[src/rtl/multdiv_pkg.sv]
// Shared types and constants for the HI/LO multiply (and optional divide) unit.
// The optional restoring divider is enabled by defining MULTDIV_DIVU_EN.
package multdiv_pkg;

    localparam int WIDTH_DEF = 32;
    localparam int CNTW_DEF  = 6;

    localparam logic [2:0] ALU_MULTU = 3'b100;

    typedef enum logic [1:0] {
        IDLE = 2'd0,
        MUL  = 2'd1,
        DIV  = 2'd2
    } state_e;

endpackage

[src/rtl/multdiv_if.sv]
// Decoder-facing bus of the multiply unit: start/read strobes, operands and HI/LO results.
interface multdiv_if #(parameter int WIDTH = multdiv_pkg::WIDTH_DEF);

    logic             start_mul;
    logic             start_div;
    logic [WIDTH-1:0] srca;
    logic [WIDTH-1:0] srcb;
    logic             mfhi;
    logic             mflo;
    logic             busy;
    logic             stall;
    logic [WIDTH-1:0] hi;
    logic [WIDTH-1:0] lo;
    logic [WIDTH-1:0] hilo_out;

    modport master (
        output start_mul, start_div, srca, srcb, mfhi, mflo,
        input  busy, stall, hi, lo, hilo_out
    );

    modport slave (
        input  start_mul, start_div, srca, srcb, mfhi, mflo,
        output busy, stall, hi, lo, hilo_out
    );

endinterface

[src/rtl/multdiv_step.sv]
// One iteration of the multiply/divide datapath: add-and-shift right for MUL,
// and (with MULTDIV_DIVU_EN) compare-subtract-shift left for DIV.
module multdiv_step
    import multdiv_pkg::*;
#(
    parameter int WIDTH = WIDTH_DEF
) (
`ifdef MULTDIV_DIVU_EN
    input  logic               div_sel,
`endif
    input  logic [2*WIDTH-1:0] acc_i,
    input  logic [WIDTH-1:0]   opnd_i,
    output logic [2*WIDTH-1:0] acc_o
);

    logic [WIDTH-1:0] acc_hi;
    logic [WIDTH-1:0] acc_lo;
    logic [WIDTH:0]   sum;

    assign acc_hi = acc_i[2*WIDTH-1:WIDTH];
    assign acc_lo = acc_i[WIDTH-1:0];

`ifdef MULTDIV_DIVU_EN
    // acc holds {remainder, remaining dividend bits / quotient bits so far}.
    logic [WIDTH:0]   shifted;
    logic [WIDTH-1:0] rem_next;
    logic             ge;

    assign shifted  = {acc_hi, acc_lo[WIDTH-1]};
    assign ge       = (shifted >= {1'b0, opnd_i});
    assign rem_next = ge ? (shifted[WIDTH-1:0] - opnd_i) : shifted[WIDTH-1:0];
`endif

    always_comb begin
        sum   = {1'b0, acc_hi} + (acc_lo[0] ? {1'b0, opnd_i} : '0);
        acc_o = {sum, acc_lo[WIDTH-1:1]};
`ifdef MULTDIV_DIVU_EN
        if (div_sel) begin
            acc_o = {rem_next, acc_lo[WIDTH-2:0], ge};
        end
`endif
    end

endmodule

[src/rtl/multdiv_unit.sv]
// Sequential HI/LO multiply unit driven by the decoder; stalls the core while busy.
// Define MULTDIV_DIVU_EN to add the WIDTH-cycle restoring DIVU path.
module multdiv_unit
    import multdiv_pkg::*;
#(
    parameter int WIDTH = WIDTH_DEF,
    parameter int CNTW  = CNTW_DEF
) (
    input logic     clk,
    input logic     reset,
    multdiv_if.slave bus
);

    state_e               state_q, state_d;
    logic [CNTW-1:0]      cnt_q, cnt_d;
    logic [2*WIDTH-1:0]   acc_q, acc_d;
    logic [WIDTH-1:0]     opnd_q, opnd_d;
    logic [WIDTH-1:0]     hi_q, hi_d;
    logic [WIDTH-1:0]     lo_q, lo_d;
    logic [2*WIDTH-1:0]   step_acc;
    logic                 last;

    assign last = (cnt_q == CNTW'(WIDTH - 1));

    multdiv_step #(.WIDTH(WIDTH)) u_step (
`ifdef MULTDIV_DIVU_EN
        .div_sel (state_q == DIV),
`endif
        .acc_i   (acc_q),
        .opnd_i  (opnd_q),
        .acc_o   (step_acc)
    );

    // NOTE: sequential state uses non-blocking assignments so every flop samples pre-edge values.
    always_ff @(posedge clk) begin
        if (!reset) state_q <= IDLE;
        else        state_q <= state_d;
    end

    always_comb begin
        state_d = state_q;
        unique case (state_q)
            IDLE: begin
                if (bus.start_mul) state_d = MUL;
`ifdef MULTDIV_DIVU_EN
                else if (bus.start_div) state_d = DIV;
`endif
            end
            default: if (last) state_d = IDLE;
        endcase
    end

    // NOTE: all working registers are cleared on reset so an aborted operation leaves nothing behind.
    always_ff @(posedge clk) begin
        if (!reset) begin
            cnt_q  <= '0;
            acc_q  <= '0;
            opnd_q <= '0;
            hi_q   <= '0;
            lo_q   <= '0;
        end else begin
            cnt_q  <= cnt_d;
            acc_q  <= acc_d;
            opnd_q <= opnd_d;
            hi_q   <= hi_d;
            lo_q   <= lo_d;
        end
    end

    // NOTE: every comb output gets a default first, so no path can infer a latch.
    always_comb begin
        cnt_d  = cnt_q;
        acc_d  = acc_q;
        opnd_d = opnd_q;
        hi_d   = hi_q;
        lo_d   = lo_q;
        if (state_q == IDLE) begin
            if (bus.start_mul) begin
                opnd_d = bus.srca;
                acc_d  = {{WIDTH{1'b0}}, bus.srcb};
                cnt_d  = '0;
            end
`ifdef MULTDIV_DIVU_EN
            else if (bus.start_div) begin
                opnd_d = bus.srcb;
                acc_d  = {{WIDTH{1'b0}}, bus.srca};
                cnt_d  = '0;
            end
`endif
        end else begin
            acc_d = step_acc;
            cnt_d = cnt_q + CNTW'(1);
            if (last) {hi_d, lo_d} = step_acc;
        end
    end

    always_comb begin
        bus.busy     = (state_q != IDLE);
        bus.stall    = bus.busy & (bus.mfhi | bus.mflo | bus.start_mul | bus.start_div);
        bus.hi       = hi_q;
        bus.lo       = lo_q;
        bus.hilo_out = bus.mfhi ? hi_q : (bus.mflo ? lo_q : '0);
    end

endmodule

[src/flat_wrapper.sv]
// flat-port wrapper written by rule: the top's interface ports become plain ports
module multdiv_unit_flat import multdiv_pkg::*;
#(
    parameter int WIDTH = WIDTH_DEF,
    parameter int CNTW  = CNTW_DEF
)
  (clk, reset, bus_start_mul, bus_start_div, bus_srca, bus_srcb, bus_mfhi, bus_mflo, bus_busy, bus_stall, bus_hi, bus_lo, bus_hilo_out);
  multdiv_if #(.WIDTH(WIDTH)) bus_i ();
  input logic clk;
  input logic reset;
  input wire logic [$bits(bus_i.start_mul)-1:0] bus_start_mul;
  input wire logic [$bits(bus_i.start_div)-1:0] bus_start_div;
  input wire logic [$bits(bus_i.srca)-1:0] bus_srca;
  input wire logic [$bits(bus_i.srcb)-1:0] bus_srcb;
  input wire logic [$bits(bus_i.mfhi)-1:0] bus_mfhi;
  input wire logic [$bits(bus_i.mflo)-1:0] bus_mflo;
  output wire logic [$bits(bus_i.busy)-1:0] bus_busy;
  output wire logic [$bits(bus_i.stall)-1:0] bus_stall;
  output wire logic [$bits(bus_i.hi)-1:0] bus_hi;
  output wire logic [$bits(bus_i.lo)-1:0] bus_lo;
  output wire logic [$bits(bus_i.hilo_out)-1:0] bus_hilo_out;
  assign bus_i.start_mul = bus_start_mul;
  assign bus_i.start_div = bus_start_div;
  assign bus_i.srca = bus_srca;
  assign bus_i.srcb = bus_srcb;
  assign bus_i.mfhi = bus_mfhi;
  assign bus_i.mflo = bus_mflo;
  assign bus_busy = bus_i.busy;
  assign bus_stall = bus_i.stall;
  assign bus_hi = bus_i.hi;
  assign bus_lo = bus_i.lo;
  assign bus_hilo_out = bus_i.hilo_out;
  multdiv_unit #(.WIDTH(WIDTH), .CNTW(CNTW)) u_core (.clk(clk), .reset(reset), .bus(bus_i));
endmodule
[config.mk]
export PLATFORM = sky130hd
export DESIGN_NAME = multdiv_unit_flat
export DESIGN_NICKNAME = d
export VERILOG_FILES = /design/src/rtl/multdiv_pkg.sv /design/src/rtl/multdiv_if.sv /design/src/rtl/multdiv_step.sv /design/src/rtl/multdiv_unit.sv /design/src/flat_wrapper.sv
export SDC_FILE = /design/constraint.sdc
export NUM_CORES = 1
export LEC_CHECK = 0
export BUFFER_PORTS_ARGS = -buffer_cell sky130_fd_sc_hd__buf_4
export CORE_MARGIN = 2
export CORE_UTILIZATION = 50
export CTS_CLUSTER_SIZE = 8
export DETAILED_ROUTE_END_ITERATION = 7
export GPL_TIMING_DRIVEN = 1
export PLACE_DENSITY_LB_ADDON = 0.08
export REMOVE_ABC_BUFFERS = 1
export SLEW_MARGIN = 20
export SYNTH_ARGS = -nofsm -noshare
export SYNTH_HDL_FRONTEND = slang
export SYNTH_SLANG_ARGS = --single-unit
[constraint.sdc]
create_clock -name clk -period 4.65 [get_ports clk]
set_input_delay 1.395 -clock clk [delete_from_list [all_inputs] [get_ports clk]]
set_output_delay 1.395 -clock clk [all_outputs]
set_load 0.005 [all_outputs]
==> reports/metrics.yaml, run 1 <==
cts_tree: "built"
syn2layout_area_growth_pct: 20.89
grt_pass1_vias: 7443
grt_overflow: 0
crit_cells: 3
grt_use_met3: 0.05482
vias: 7934
status: "finished, final reports clean"
numCtsBuffers: 17
cp.arrival_ns: 2.29
p_per_area_nw_per_um2: 287.6
path_buf_inv: 2
wl_per_cell_um: 15.60
ys_ff_latch: 167
synth_cells: 1132
use_met2: 0.4353
crit_family: "compound AO/OA/AOI/OAI gates"
h-tree-depth: 4
detail_route.vias_per_cell: 5.364
syn_area_um2: 8887
r2r_cells: 11
drt_iter0_markers: 508
placementRows: 48
period_needed_ns: 3.683
coreArea_um2: 17360
firstDrtPassIters: 7
gp_congestion: 0.8820
ys.flop_type: "dfxtp_1"
cts.clk_slew.worst_paths_ns: 0.06
intPower_mw: 2.319
fillers: 1650
grt-busiest-layer: "met2"
io_buffer_count: 167
post_cts_buffers: 0
critPathMaxStageDelay_ns: 0.47
start_kind: "input pin"
ant_nets: 0
root_buffer: "clkbuf_16"
slew_headroom: 0.2818
maxCapViolCount: 0
finalNetCount: 1345
ctsResizeCount: 0
rr_startpoint: "u_core.acc_q[0]"
fmax_mhz: 271.5
power_switching_mw: 0.7711
ctsLongestPathBuffers: 2
combPwrFrac: 0.072
yosysSeqAreaShare: 0.3762
use_met1: 0.3181
period_share: 0.7920
r2r_end: "u_core.bus.hi[20]"
yosysMostFrequentCell: "nand2_1"
finClkSkew_ns: 0.01200
slew_viol_final: 0
rsz0062_at_grt: "false"
start_util: 0.5120
clkPwrFrac: 0.443
cp_max_fo: 65
worstHoldPathType: "reg2reg"
whs_ns: 0.4599
hold_end: "u_core.acc_q[62]"
synth_area_leaders: "dfxtp_1 (38%), nand2_1 (13%), a21boi_0 (6.9%)"
hpwl_um: 16240
peakVddDrop_mv: 0.2445
die-width_um: 137.3
worstHoldStart: "u_core.acc_q[62]"
crit_chain: "buf_4, o41a_1, buf_4"
diodes: 0
tightest_slew_ns: 1.077
pwr-share-seq: 0.485
synthTopCellsByCount: "nand2_1 (296), dfxtp_1 (167), o21ai_0 (92)"
die_area_um2: 18860
clock_latency_ns: 0.43
grt_pass1_wl_um: 37490
crit_slowest_cell: "o41a_1"
async_reset_ff_frac: 0
drive_above_1_share: 0.1818
r2r_setup_slack_ns: 1.29
hold_depth: 2
crit_top_cell: "buf_4"
grt_max_degree: 81
endpoint_kind: "output port"
antenna_found_initial: 1
yosys_warnings: 0
clock-sinks: 167
setup_violations: 0
grtUsageTotal: 0.2531
worstSetupPathType: "in2out"
synth_top_area_frac: 0.3762
wl_um: 23070
syn-mean-instance-area_um2: 7.851
synth_edf_count: 0
drc_errors: 0
tns_ns: 0
p_leak_nw: 4.401
hold_viol_final: 0
p_sw_frac: 0.2495
cts_hold_buf: 0
crit_required_ns: 3.25
final_util: 0.6190
synth_cell_types: 59
pin_count: 168
yosys.area.top_type: "dfxtp_1"
die_height_um: 137.3
## cell families after synthesis
logic type | share of synthesized area
AO/OA/AOI/OAI | 0.2193
AND/OR/NAND/NOR | 0.2451
flip-flops | 0.3762
buffers and inverters | 0.04407
XOR/XNOR | 0.03055
adder cells (fa/ha/maj) | 0.04871
multiplexers | 0.03604
## worst max-delay path by stage
stage,startpoint,endpoint,slack [ns]
finish,bus_mfhi,bus_stall,0.97
global route,bus_mfhi,bus_hilo_out[7],0.91
CTS,bus_mfhi,bus_stall,0.97
detailed placement,bus_mfhi,bus_stall,0.97
global placement,bus_mfhi,bus_stall,0.98
floorplan,u_core.state_q[0],u_core.bus.hi[29],0.17
## per-layer routing
metal,up-vias,share of wire
li1,4084,-
met1,3674,0.45
met2,160,0.49
met3,16,0.046
met4,0,0.014
met5,-,0
## layout make-up
class	instances	area [um2]	share of cell area
flip-flops and latches	167	3347	0.3115
well taps	225	281.5	0.02620
clock buffers	17	425.4	0.03959
clock inverters	15	142.6	0.01328
inverters	10	37.54	0.003494
multi-input cells	866	5166	0.4808
repair buffers	179	1344	0.1251
## power groups by stage
| stage | Sequential, mW | Combinational [mW] | Clock, mW |
|---|---|---|---|
| after floorplan | 1.53 | 0.0996 | 0 |
| after global placement | 1.53 | 0.221 | 0 |
| after detailed placement | 1.53 | 0.224 | 0 |
| after CTS | 1.50 | 0.225 | 1.40 |
| after global routing | 1.50 | 0.248 | 1.46 |
| final | 1.50 | 0.222 | 1.37 |
## worst min-delay path: stages (launching register included)
cell and delay [ns]:
dfxtp_1 0.31, nand2_1 0.05, o21ai_1 0.05
## per-stage QoR
| stage | cell area (um2) | setup slack (ns) | std cells | power (mW) |
|---|---|---|---|---|
| 2_1_floorplan | 8533 | 0.1725 | 1043 | 1.626 |
| 6_report | 10740 | 0.9672 | 1479 | 3.090 |
| 3_5_place_dp | 10180 | 0.9694 | 1447 | 1.755 |
| 5_1_grt | 10740 | 0.9099 | 1479 | 3.217 |
| 4_1_cts | 10740 | 0.9656 | 1479 | 3.125 |
| 3_3_place_gp | 10180 | 0.9784 | 1447 | 1.751 |
## cell usage in the layout, fill, tap and decap left out, types with 3 or more instances in the layout
master,Yosys,layout
nand2_1,296,296
buf_4,0,179
dfxtp_1,167,166
o21ai_0,92,92
a21boi_0,82,82
and2_1,66,66
a21oi_1,44,44
ha_1,33,33
mux2i_1,32,32
xor2_1,18,18
nor2b_1,18,17
nand3_1,18,17
clkbuf_16,0,17
nor2_1,16,16
nand4_1,16,16
nor3b_1,16,15
a21o_1,14,14
xnor2_1,13,13
inv_1,10,10
o21ai_1,10,10
o21a_1,8,8
inv_6,0,7
o21bai_1,6,6
a31oi_1,6,6
a22o_1,6,6
nand3b_1,4,4
o2111ai_1,3,3
o211ai_1,3,3
o31ai_1,3,3
o211a_1,3,3
nor3_1,3,3
o221ai_1,3,3
clkinv_4,0,3
## registers in the layout, indices dropped and copies added, names as in the netlist
| name | cells |
|---|---|
| u_core.acc_q | 64 |
| u_core.bus.hi | 32 |
| u_core.bus.lo | 32 |
| u_core.cnt_q | 6 |
| u_core.opnd_q | 32 |
| u_core.state_q | 1 |
Power figures use the tool's default switching activity.
==> run 2, diff against run 1 <==
==> constraint.sdc (replaced) <==
create_clock -name clk -period 3.2 [get_ports clk]
set_input_delay 0.96 -clock clk [delete_from_list [all_inputs] [get_ports clk]]
set_output_delay 0.96 -clock clk [all_outputs]
set_load 0.005 [all_outputs]
==> reports/metrics.yaml, run 2 (synthesis results as in run 1) <==
final_cell_mix: "nand2_1 (296), buf_4 (191), dfxtp_1 (166)"
power_switching_mw: 1.086  # +41%
mostFrequentLayoutCell: "nand2_1"
drive_above_1_share: 0.1889  # +0.007115
cts_tree: "built"
start_kind: "register"
cp_max_fo: 27  # -58%
combPwrFrac: 0.071  # about the same
critPathMaxStageDelay_ns: 0.34  # -0.13 ns
slew_headroom: 0.6161  # +0.3343
crit_slowest_cell: "dfxtp_1"
grt_overflow: 0  # unchanged
status: "finished, final reports clean"
cts.clk_slew.worst_paths_ns: 0.06  # about the same
wl_per_cell_um: 15.85  # +1.7%
ctsLongestPathBuffers: 2  # unchanged
endpoint_kind: "register"
hold_viol_final: 0  # unchanged
whs_ns: 0.4559  # -0.004016 ns
h-tree-depth: 4  # unchanged
peakVddDrop_mv: 0.3977  # +63%
wl_um: 23620  # +2.4%
root_buffer: "clkbuf_16"
grtUsageTotal: 0.2557  # +0.002577
tns_ns: 0  # unchanged
crit_chain: "buf_4, and2_1, ha_1, a21o_1, a31o_1, o2111ai_1, a21oi_1, o31ai_1, buf_4, xor2_1, nand2_1, o211a_1"
largest_reg_flops: 64  # unchanged
syn2layout_area_growth_pct: 22.86
hpwl_um: 16830  # +3.6%
diodes: 0  # unchanged
worst_slack_ns: 0.2280  # -0.7392 ns
period_share: 0.9288
p_leak_nw: 4.498  # +2.2%
placed_cell_area_um2: 10270  # +0.89%
placementRows: 48  # unchanged
dp_slack_ns: 0.2831  # -0.6863 ns
fmax_mhz: 336.5
final_util: 0.6291  # +0.01009
clock-sinks: 167  # unchanged
detail_route.vias_per_cell: 5.442  # +1.4%
finish.instance_area_um2: 10920  # +1.6%
rsz0062_at_grt: "false"
pin_count: 168  # unchanged
worstHoldPathType: "reg2reg"
crit_top_cell: "buf_4"
antenna_found_initial: 0  # -1
ctsResizeCount: 0  # unchanged
numCtsBuffers: 17  # unchanged
start_util: 0.5120  # unchanged
gp_congestion: 0.9277  # +5.2%
drc_errors: 0  # unchanged
path_buf_inv: 2  # unchanged
setup_violations: 0  # unchanged
finalNetCount: 1357  # +0.89%
cp.arrival_ns: 3.29  # +1.00 ns
io_buffer_count: 167  # unchanged
p_per_area_nw_per_um2: 439.1  # +53%
cts_hold_buf: 0  # unchanged
coreArea_um2: 17360  # unchanged
fillers: 1603  # -2.8%
vias: 8108  # +2.2%
period_needed_ns: 2.972
post_cts_buffers: 0  # unchanged
finClkSkew_ns: 0.008056  # -0.003943 ns
worstSetupPathType: "reg2reg"
crit_required_ns: 3.52  # +0.27 ns
die_area_um2: 18860  # unchanged
die-width_um: 137.3  # unchanged
intPower_mw: 3.708  # +60%
clkPwrFrac: 0.476  # +0.033
slew_viol_final: 0  # unchanged
p_sw_frac: 0.2265  # -0.02306
die_height_um: 137.3  # unchanged
crit_family: "compound AO/OA/AOI/OAI gates"
clock_latency_ns: 0.43  # about the same
grt_pass1_vias: 7645  # +2.7%
regMostFlops: "u_core.acc_q"
tightest_slew_ns: 0.5759  # -0.5014 ns
firstDrtPassIters: 5  # -2
maxCapViolCount: 0  # unchanged
pwr-share-seq: 0.452  # -0.033
grt_pass1_wl_um: 37940  # +1.2%
ant_nets: 0  # unchanged
drt_iter0_markers: 454  # -11%
grt_max_degree: 69  # -15%
-- run 2: tightest hold or removal path: cells and delay by family, from the launching register on --
kind / cells / cell delay (ns)
AO/OA/AOI/OAI: 1 / 0.05
flip-flops: 1 / 0.31
AND/OR/NAND/NOR: 1 / 0.05
-- run 2: final timing paths --
kind                                       start           endpoint  slack (ns)  cells after the start
worst min-delay path            u_core.acc_q[55]   u_core.acc_q[55]        0.46                      2
worst max-delay path             u_core.acc_q[0]  u_core.bus.hi[20]        0.23                     12
worst max register to register   u_core.acc_q[0]  u_core.bus.hi[20]        0.23                     12
worst min register to register  u_core.acc_q[55]   u_core.acc_q[55]        0.46                      2
-- run 2: final cells by class --
cell class	instances	area, um2	share of cell area
Multi-Input combinational cell	866	5166	0.4731
Sequential cell	167	3347	0.3065
Timing Repair Buffer	191	1434	0.1313
Clock buffer	19	452.9	0.04148
Tap cell	225	281.5	0.02578
Clock inverter	12	200.2	0.01833
Inverter	10	37.54	0.003438
-- run 2: per-stage QoR --
stage	instances	total power [mW]
2_1_floorplan	1043	2.362
3_3_place_gp	1459	2.555
3_5_place_dp	1459	2.560
4_1_cts	1490	4.826
5_1_grt	1490	4.952
6_report	1490	4.794
-- run 2: power by group through the flow --
| stage | Clock (mW) | Sequential, mW | Combinational, mW |
|---|---|---|---|
| after floorplan | 0 | 2.22 | 0.145 |
| after global placement | 0 | 2.21 | 0.340 |
| after detailed placement | 0 | 2.22 | 0.345 |
| after CTS | 2.31 | 2.17 | 0.347 |
| after global routing | 2.39 | 2.17 | 0.383 |
| final | 2.28 | 2.17 | 0.343 |
-- run 2: layer usage --
| metal | up-vias | share of wire | track usage |
|---|---|---|---|
| met4 | 0 | 0.024 | 0.08706 |
| li1 | 4092 | - | - |
| met2 | 180 | 0.48 | 0.4345 |
| met3 | 38 | 0.049 | 0.05960 |
| met5 | - | 0 | 0 |
| met1 | 3798 | 0.45 | 0.3181 |
